## src/rtl/conv_line_buffer_pkg.sv

```systemverilog
// conv_line_buffer_pkg
//   Shared definitions for the 3x3 convolution datapath: default image
//   geometry, pixel width and the tap bundle passed from the line buffer to
//   the three row filters (and on to conv2D_out).
//   No ports; imported with "import conv_line_buffer_pkg::*;".
package conv_line_buffer_pkg;

    localparam int CONV_IMG_W = 6;
    localparam int CONV_IMG_H = 6;
    localparam int CONV_PIX_W = 4;

    // One vertical column of the window: tap0 = row r-2, tap1 = row r-1,
    // tap2 = row r. win_valid marks a tap set that closes a full 3x3 window.
    typedef struct packed {
        logic [CONV_PIX_W-1:0] tap0;
        logic [CONV_PIX_W-1:0] tap1;
        logic [CONV_PIX_W-1:0] tap2;
        logic                  win_valid;
    } conv_tap_t;

endpackage

```

## src/rtl/conv_line_buffer_ram.sv

```systemverilog
// conv_lb_ram
//   One image row of pixel storage: DEPTH x WIDTH, one write port and one
//   combinational read port. The read returns the pre-write value when the
//   same address is written on the same edge, which the line buffer relies
//   on to shift a column up by one row.
//   Ports:
//     CLK      in   1      clock, rising edge
//     we_i     in   1      write enable
//     waddr_i  in   AW     write address
//     wdata_i  in   WIDTH  write data
//     raddr_i  in   AW     read address
//     rdata_o  out  WIDTH  read data (combinational)
module conv_lb_ram #(
    parameter int DEPTH = 6,
    parameter int WIDTH = 4,
    parameter int AW    = $clog2(DEPTH)
) (
    input  logic             CLK,
    input  logic             we_i,
    input  logic [AW-1:0]    waddr_i,
    input  logic [WIDTH-1:0] wdata_i,
    input  logic [AW-1:0]    raddr_i,
    output logic [WIDTH-1:0] rdata_o
);

    // Contents are deliberately not reset; the line buffer masks rows that
    // have not been written in the current frame.
    logic [WIDTH-1:0] mem_q [DEPTH];

    always_ff @(posedge CLK) begin
        if (we_i) begin
            mem_q[waddr_i] <= wdata_i;
        end
    end

    assign rdata_o = mem_q[raddr_i];

endmodule

```

## src/rtl/conv_line_buffer.sv

```systemverilog
// conv_line_buffer
//   Raster-to-window feeder for the 3x3 conv datapath. Takes one pixel per
//   accepted beat in row-major order, keeps the two previous rows in two
//   circular line buffers and, one cycle later, presents the vertical taps
//   (r-2,c), (r-1,c), (r,c) together with the filter enable strobe, the
//   window-valid flag, the window top-left position and an end-of-frame flag.
//   Ports:
//     CLK          in   1      clock, rising edge
//     reset        in   1      asynchronous, active-low
//     pix_valid    in   1      pixel present on pix_i
//     pix_ready    out  1      block can accept (= ~hold_i)
//     pix_i        in   PIX_W  pixel value
//     sof_i        in   1      beat is pixel (0,0); only looked at on accept
//     hold_i       in   1      downstream stall, freezes the block
//     tap0_o       out  PIX_W  pixel (r-2,c), top-row filter
//     tap1_o       out  PIX_W  pixel (r-1,c), middle-row filter
//     tap2_o       out  PIX_W  pixel (r,c), bottom-row filter
//     tap_en_o     out  1      taps updated this cycle (filter EN)
//     win_valid_o  out  1      taps complete a 3x3 window (r>=2 && c>=2)
//     win_col_o    out  CW     window top-left column (c-2)
//     win_row_o    out  RW     window top-left row (r-2)
//     eof_o        out  1      taps belong to the last pixel of the frame
//
//   Handshake: a beat transfers on a rising edge where pix_valid && pix_ready.
//   pix_ready depends only on hold_i; pix_valid may not depend on pix_ready.
module conv_line_buffer
    import conv_line_buffer_pkg::*;
#(
    parameter int IMG_W = CONV_IMG_W,
    parameter int IMG_H = CONV_IMG_H,
    // Must match CONV_PIX_W: the tap register uses the shared conv_tap_t.
    parameter int PIX_W = CONV_PIX_W,
    localparam int CW   = $clog2(IMG_W),
    localparam int RW   = $clog2(IMG_H)
) (
    input  logic             CLK,
    input  logic             reset,
    input  logic             pix_valid,
    output logic             pix_ready,
    input  logic [PIX_W-1:0] pix_i,
    input  logic             sof_i,
    input  logic             hold_i,
    output logic [PIX_W-1:0] tap0_o,
    output logic [PIX_W-1:0] tap1_o,
    output logic [PIX_W-1:0] tap2_o,
    output logic             tap_en_o,
    output logic             win_valid_o,
    output logic [CW-1:0]    win_col_o,
    output logic [RW-1:0]    win_row_o,
    output logic             eof_o
);

    logic             accept;
    logic [CW-1:0]    col_q, col_d, c_cur;
    logic [RW-1:0]    row_q, row_d, r_cur;
    logic [PIX_W-1:0] lb0_rdata, lb1_rdata;

    conv_tap_t        tap_q, tap_d;
    logic             tap_en_q, tap_en_d;
    logic             eof_q, eof_d;
    logic [CW-1:0]    win_col_q, win_col_d;
    logic [RW-1:0]    win_row_q, win_row_d;

    assign pix_ready = ~hold_i;
    assign accept    = pix_valid & pix_ready;

    // An accepted sof beat is pixel (0,0) wherever the counters are; this is
    // also the address used for both line buffers so a restarted frame
    // writes its first row from column 0.
    assign c_cur = sof_i ? '0 : col_q;
    assign r_cur = sof_i ? '0 : row_q;

    // lb1 holds row r-1, lb0 holds row r-2. On accept the column shifts up:
    // lb0[c] takes the old lb1[c], lb1[c] takes the new pixel.
    conv_lb_ram #(.DEPTH(IMG_W), .WIDTH(PIX_W), .AW(CW)) u_lb0 (
        .CLK     (CLK),
        .we_i    (accept),
        .waddr_i (c_cur),
        .wdata_i (lb1_rdata),
        .raddr_i (c_cur),
        .rdata_o (lb0_rdata)
    );

    conv_lb_ram #(.DEPTH(IMG_W), .WIDTH(PIX_W), .AW(CW)) u_lb1 (
        .CLK     (CLK),
        .we_i    (accept),
        .waddr_i (c_cur),
        .wdata_i (pix_i),
        .raddr_i (c_cur),
        .rdata_o (lb1_rdata)
    );

    always_comb begin
        col_d           = col_q;
        row_d           = row_q;
        tap_d           = tap_q;
        tap_d.win_valid = 1'b0;
        tap_en_d        = 1'b0;
        eof_d           = 1'b0;
        win_col_d       = win_col_q;
        win_row_d       = win_row_q;

        if (accept) begin
            tap_en_d   = 1'b1;
            tap_d.tap2 = pix_i;
            // Rows not yet written in this frame read as 0, which hides
            // stale RAM contents after reset or a mid-frame restart.
            tap_d.tap1 = (r_cur >= RW'(1)) ? lb1_rdata : '0;
            tap_d.tap0 = (r_cur >= RW'(2)) ? lb0_rdata : '0;

            tap_d.win_valid = (r_cur >= RW'(2)) && (c_cur >= CW'(2));
            // Subtract only where the result is meaningful so it never wraps.
            win_col_d = (c_cur >= CW'(2)) ? c_cur - CW'(2) : '0;
            win_row_d = (r_cur >= RW'(2)) ? r_cur - RW'(2) : '0;
            eof_d     = (r_cur == RW'(IMG_H - 1)) && (c_cur == CW'(IMG_W - 1));

            if (c_cur == CW'(IMG_W - 1)) begin
                col_d = '0;
                row_d = (r_cur == RW'(IMG_H - 1)) ? '0 : r_cur + RW'(1);
            end else begin
                col_d = c_cur + CW'(1);
                row_d = r_cur;
            end
        end
    end

    always_ff @(posedge CLK or negedge reset) begin
        if (!reset) begin
            col_q     <= '0;
            row_q     <= '0;
            tap_q     <= '0;
            tap_en_q  <= 1'b0;
            eof_q     <= 1'b0;
            win_col_q <= '0;
            win_row_q <= '0;
        end else begin
            col_q     <= col_d;
            row_q     <= row_d;
            tap_q     <= tap_d;
            tap_en_q  <= tap_en_d;
            eof_q     <= eof_d;
            win_col_q <= win_col_d;
            win_row_q <= win_row_d;
        end
    end

    assign tap0_o      = tap_q.tap0;
    assign tap1_o      = tap_q.tap1;
    assign tap2_o      = tap_q.tap2;
    assign win_valid_o = tap_q.win_valid;
    assign tap_en_o    = tap_en_q;
    assign eof_o       = eof_q;
    assign win_col_o   = win_col_q;
    assign win_row_o   = win_row_q;

endmodule

```

## config.mk

```make
export PLATFORM = sky130hd
export DESIGN_NAME = conv_line_buffer
export DESIGN_NICKNAME = d
export VERILOG_FILES = /design/src/rtl/conv_line_buffer_pkg.sv /design/src/rtl/conv_line_buffer_ram.sv /design/src/rtl/conv_line_buffer.sv
export SDC_FILE = /design/constraint.sdc
export NUM_CORES = 1
export LEC_CHECK = 0
export ABC_AREA = 1
export CAP_MARGIN = 20
export CORE_MARGIN = 2
export CORE_UTILIZATION = 45
export CTS_BUF_LIST = sky130_fd_sc_hd__clkbuf_4
export DETAILED_ROUTE_END_ITERATION = 12
export GPL_TIMING_DRIVEN = 0
export PLACE_DENSITY = 0.75
export SETUP_SLACK_MARGIN = 0.1
export SYNTH_ARGS = -nofsm -noshare
export SYNTH_HDL_FRONTEND = slang
export SYNTH_SLANG_ARGS = --single-unit
```

## constraint.sdc

```tcl
create_clock -name CLK -period 3.64 [get_ports CLK]
set_input_delay 0.728 -clock CLK [delete_from_list [all_inputs] [get_ports CLK]]
set_output_delay 0.728 -clock CLK [all_outputs]
set_load 0.02 [all_outputs]
```

==> summary.txt <==
Detailed routing
  – Drt total wl: 6640 um
  – Residual DRC: 0
  – Antenna-violating nets left: 0
  – DR iter-0 viols: 187
  – Drt first pass iters: 5
  – Via count of the routed design: 2,252
  – Vias per Instance: 5.12
  – WL/cell: 15.1 um

Global routing
  – Pin count of the biggest net entering global routing: 21
  – GR Layer Usage met3: 6.31%
  – Busiest grt layer: met2
  – Vias in the first global route: 2,163
  – GRT Total Usage: 18.9%
  – Initial antenna violation count: 0
  – GR Overflow Total: 0
  – GR met2 Demand/Resource: 30.2%
  – First-pass GRT wire length: 10,700 um
  – M1 GR Usage: 24.4%

Setup path
  – Critical path capture point: pix_ready
  – Crit path top cell by count: clkdlybuf4s50_1
  – CP Capture Type: output port
  – Max incr delay on CP: 0.60 ns
  – Reg-to-reg slack, setup: 1.65 ns
  – Critical path type: input pin to output port
  – RR Startpoint: col_q[0]
  – Worst-path fanout max: 2
  – Worst path required time: 2.91 ns
  – Setup crit start: hold_i
  – Delay-heaviest family, CP: buffers and inverters
  – Cell Chain, Critical Path: clkdlybuf4s50_1 -> inv_1 -> clkdlybuf4s50_1
  – WP depth: 3
  – Critical path buffers and inverters: 3
  – CP max-delay cell: clkdlybuf4s50_1
  – Critical R2R Capture: u_lb0.mem_q[2][0]
  – Crit start category: input pin
  – Critical Path AT: 1.79 ns
  – Worst reg2reg path depth: 5

Clocking
  – Post-CTS Setup Bufs: 0
  – # hold bufs at CTS: 0
  – CTS tree: yes
  – Clk_lat worst skew: 0.42 ns
  – CTS root buf: clkbuf_4
  – Max Buffers Root-to-Sink: 2
  – Post-cts resize count: 0
  – Sink Count: 75
  – Num CTS Buffers: 9
  – CTS H-tree lvls: 3
  – CTS clk-pin slew, worst paths: 0.11 ns

Placement
  – Gpl congestion: 0.866
  – DP Worst Slack: 0.728 ns
  – Post-DP HPWL: 4510 um
  – DP Area: 0.00362 mm2
  – Number of I/O port buffers: 30

Logic synthesis
  – Mapped Nets: 303
  – Sequential share of the synthesized area: 67.3%
  – Cells after Synth: 294
  – Syn_area_per_cell: 10.7 um2
  – Ys flop type: edfxtp_1
  – Largest family of logic cells by synthesized area: simple AND/OR/NAND/NOR gates
  – Ys Warns: 0
  – Adder-Cell Fraction of Synth Area: 0%
  – Post-synth EDFFs: 48
  – Async S/R FF share, synth: 36.0%
  – Synth Area in Simple Gates: 20.7%
  – Synth cell types: 26
  – Mux share of post-synthesis cell area: 0%
  – Xor/xnor cell area share of the yosys netlist: 0%
  – Complex-gate fraction of the synthesized area: 5.61%
  – Netlist Area Pre-Place: 0.00315 mm2
  – Flops & latches, synth: 75

Floorplanning
  – Core area: 0.00679 mm2
  – Die width: 87.6 um
  – IO Pins: 31
  – Starting Density: 46.3%
  – Row count: 30
  – Die area: 0.00768 mm2
  – Die Y: 87.6 um

Timing
  – Worst Tran Pin Value: 0.796 ns
  – Worst Skew: 0.0109 ns
  – Period utilisation layout: 69.1%
  – Slew Limit Fails: 0
  – Final min period: 2.52 ns
  – Setup ws final: 1.12 ns
  – Slew margin rel.: 46.7%
  – Endpoints failing setup: 0
  – Setup TNS: 0 ns
  – RSZ-0062 raised after global routing: no
  – F_max: 397 MHz
  – Final Hold Vio Count: 0

Finish
  – Layout cells sized above 1: 14.0%
  – Design area: 0.00379 mm2
  – # diodes: 0
  – Nets: 348
  – Syn-to-layout area delta: 20.4%
  – Layout fillers: 588
  – Core Util, Final: 55.8%

Power
  – Clock group share of total power: 28.5%
  – Sw Share: 29.6%
  – Max IR drop VDD: 0.374 mV
  – Reg power frac: 51.0%
  – Power share of the combinational group: 20.5%
  – Static leakage: 1.63 nW
  – Pwr dens: 540 mW/mm2
  – Int Power: 1.44 mW
  – Net Switching: 606 uW

Run
  – Maxcap violations: 0

Status
  – Outcome: completed

Worst hold path
  – Hold Path Class: flop to flop
-- cells in the final DEF, fill, tap and decap left out, types with 2 or more instances in the layout --
cell type and count:
a21oi_1 9, a31oi_1 3, buf_2 4, buf_4 4
buf_6 6, bufinv_16 2, clkbuf_4 9, clkdlybuf4s50_1 30
dfrtp_1 27, edfxtp_1 48, inv_1 24, inv_2 3
inv_6 3, nand2_1 93, nand2_2 3, nand2_4 2
nand3_1 34, nor2_1 8, nor2_2 5, nor3_1 2
o211ai_1 2, o21ai_0 8, o21ai_1 4, o21ai_2 2
-- Yosys cell counts (3+ instances only) --
master | instances | area [um2]
edfxtp_1 | 48 | 1440
o21ai_1 | 4 | 20.0
a31oi_1 | 3 | 18.8
nand2_1 | 93 | 349
nand2_2 | 3 | 18.8
a21oi_1 | 9 | 45.0
buf_2 | 4 | 20.0
inv_2 | 3 | 11.3
o21ai_0 | 8 | 40.0
dfrtp_1 | 27 | 676
buf_6 | 6 | 67.6
inv_1 | 24 | 90.1
nand3_1 | 34 | 170
nor2_1 | 8 | 30.0
nor2_2 | 5 | 31.3
-- stage by stage --
stage / hold slack, ns / std cells / total power [mW]
2_1_floorplan: 0.432 / 294 / 1.31
3_3_place_gp: 0.462 / 420 / 1.46
3_5_place_dp: 0.465 / 424 / 1.48
4_1_cts: 0.494 / 440 / 2.05
5_1_grt: 0.515 / 440 / 2.14
6_report: 0.488 / 440 / 2.05
-- flip-flops by register name (all words and copies together) (netlist names), 3 cells and up --
register,flops
win_col_o,3
col_q,3
tap0_o,4
row_q,3
u_lb0.mem_q,24
tap1_o,4
tap2_o,4
win_row_o,3
u_lb1.mem_q,24
-- power by group through the flow --
| stage | combinational [mW] | sequential, mW | clock, mW |
|---|---|---|---|
| after global routing | 0.461 | 1.05 | 0.627 |
| final | 0.419 | 1.04 | 0.583 |
| after floorplan | 0.217 | 1.09 | 0 |
| after detailed placement | 0.414 | 1.06 | 0 |
| after CTS | 0.417 | 1.04 | 0.594 |
| after global placement | 0.400 | 1.06 | 0 |
-- worst min-delay path: stages, from the launching register on --
cell and delay (ns):
dfrtp_1 0.36, nand2_1 0.05, nand2_1 0.05
-- worst min-delay path by stage --
stage                    from        end  slack, ns  cells past startpoint
finish              tap0_o[1]  tap0_o[1]       0.49                      2
global placement    tap0_o[0]  tap0_o[0]       0.46                      2
CTS                 tap0_o[2]  tap0_o[2]       0.49                      2
global route        tap1_o[3]  tap1_o[3]       0.51                      2
floorplan               reset   col_q[0]       0.43                      0
detailed placement  tap0_o[2]  tap0_o[2]       0.47                      2
-- logic make-up after synthesis --
kind of cell    count (synthesis)
buf+inv                        39
simple gates                  150
compound gates                 30
flops                          75
-- metal layers --
layer	up-vias	share of wire (%)
met5	-	0
met4	0	1.2
met3	13	7.2
met2	102	48
met1	1059	44
li1	1078	-
-- final cells by class --
cell class                 count  area (um2)  share of cell area, %
sequential                    75        2120                   55.9
multi-input combinational    180         833                   22.0
timing repair buffer          34         350                   9.25
tap                           96         120                   3.17
inverter                      28         108                   2.84
clock inverter                 7        97.6                   2.58
buffer                        11        95.1                   2.51
clock buffer                   9        67.6                   1.78
Power figures use the tool's default switching activity.
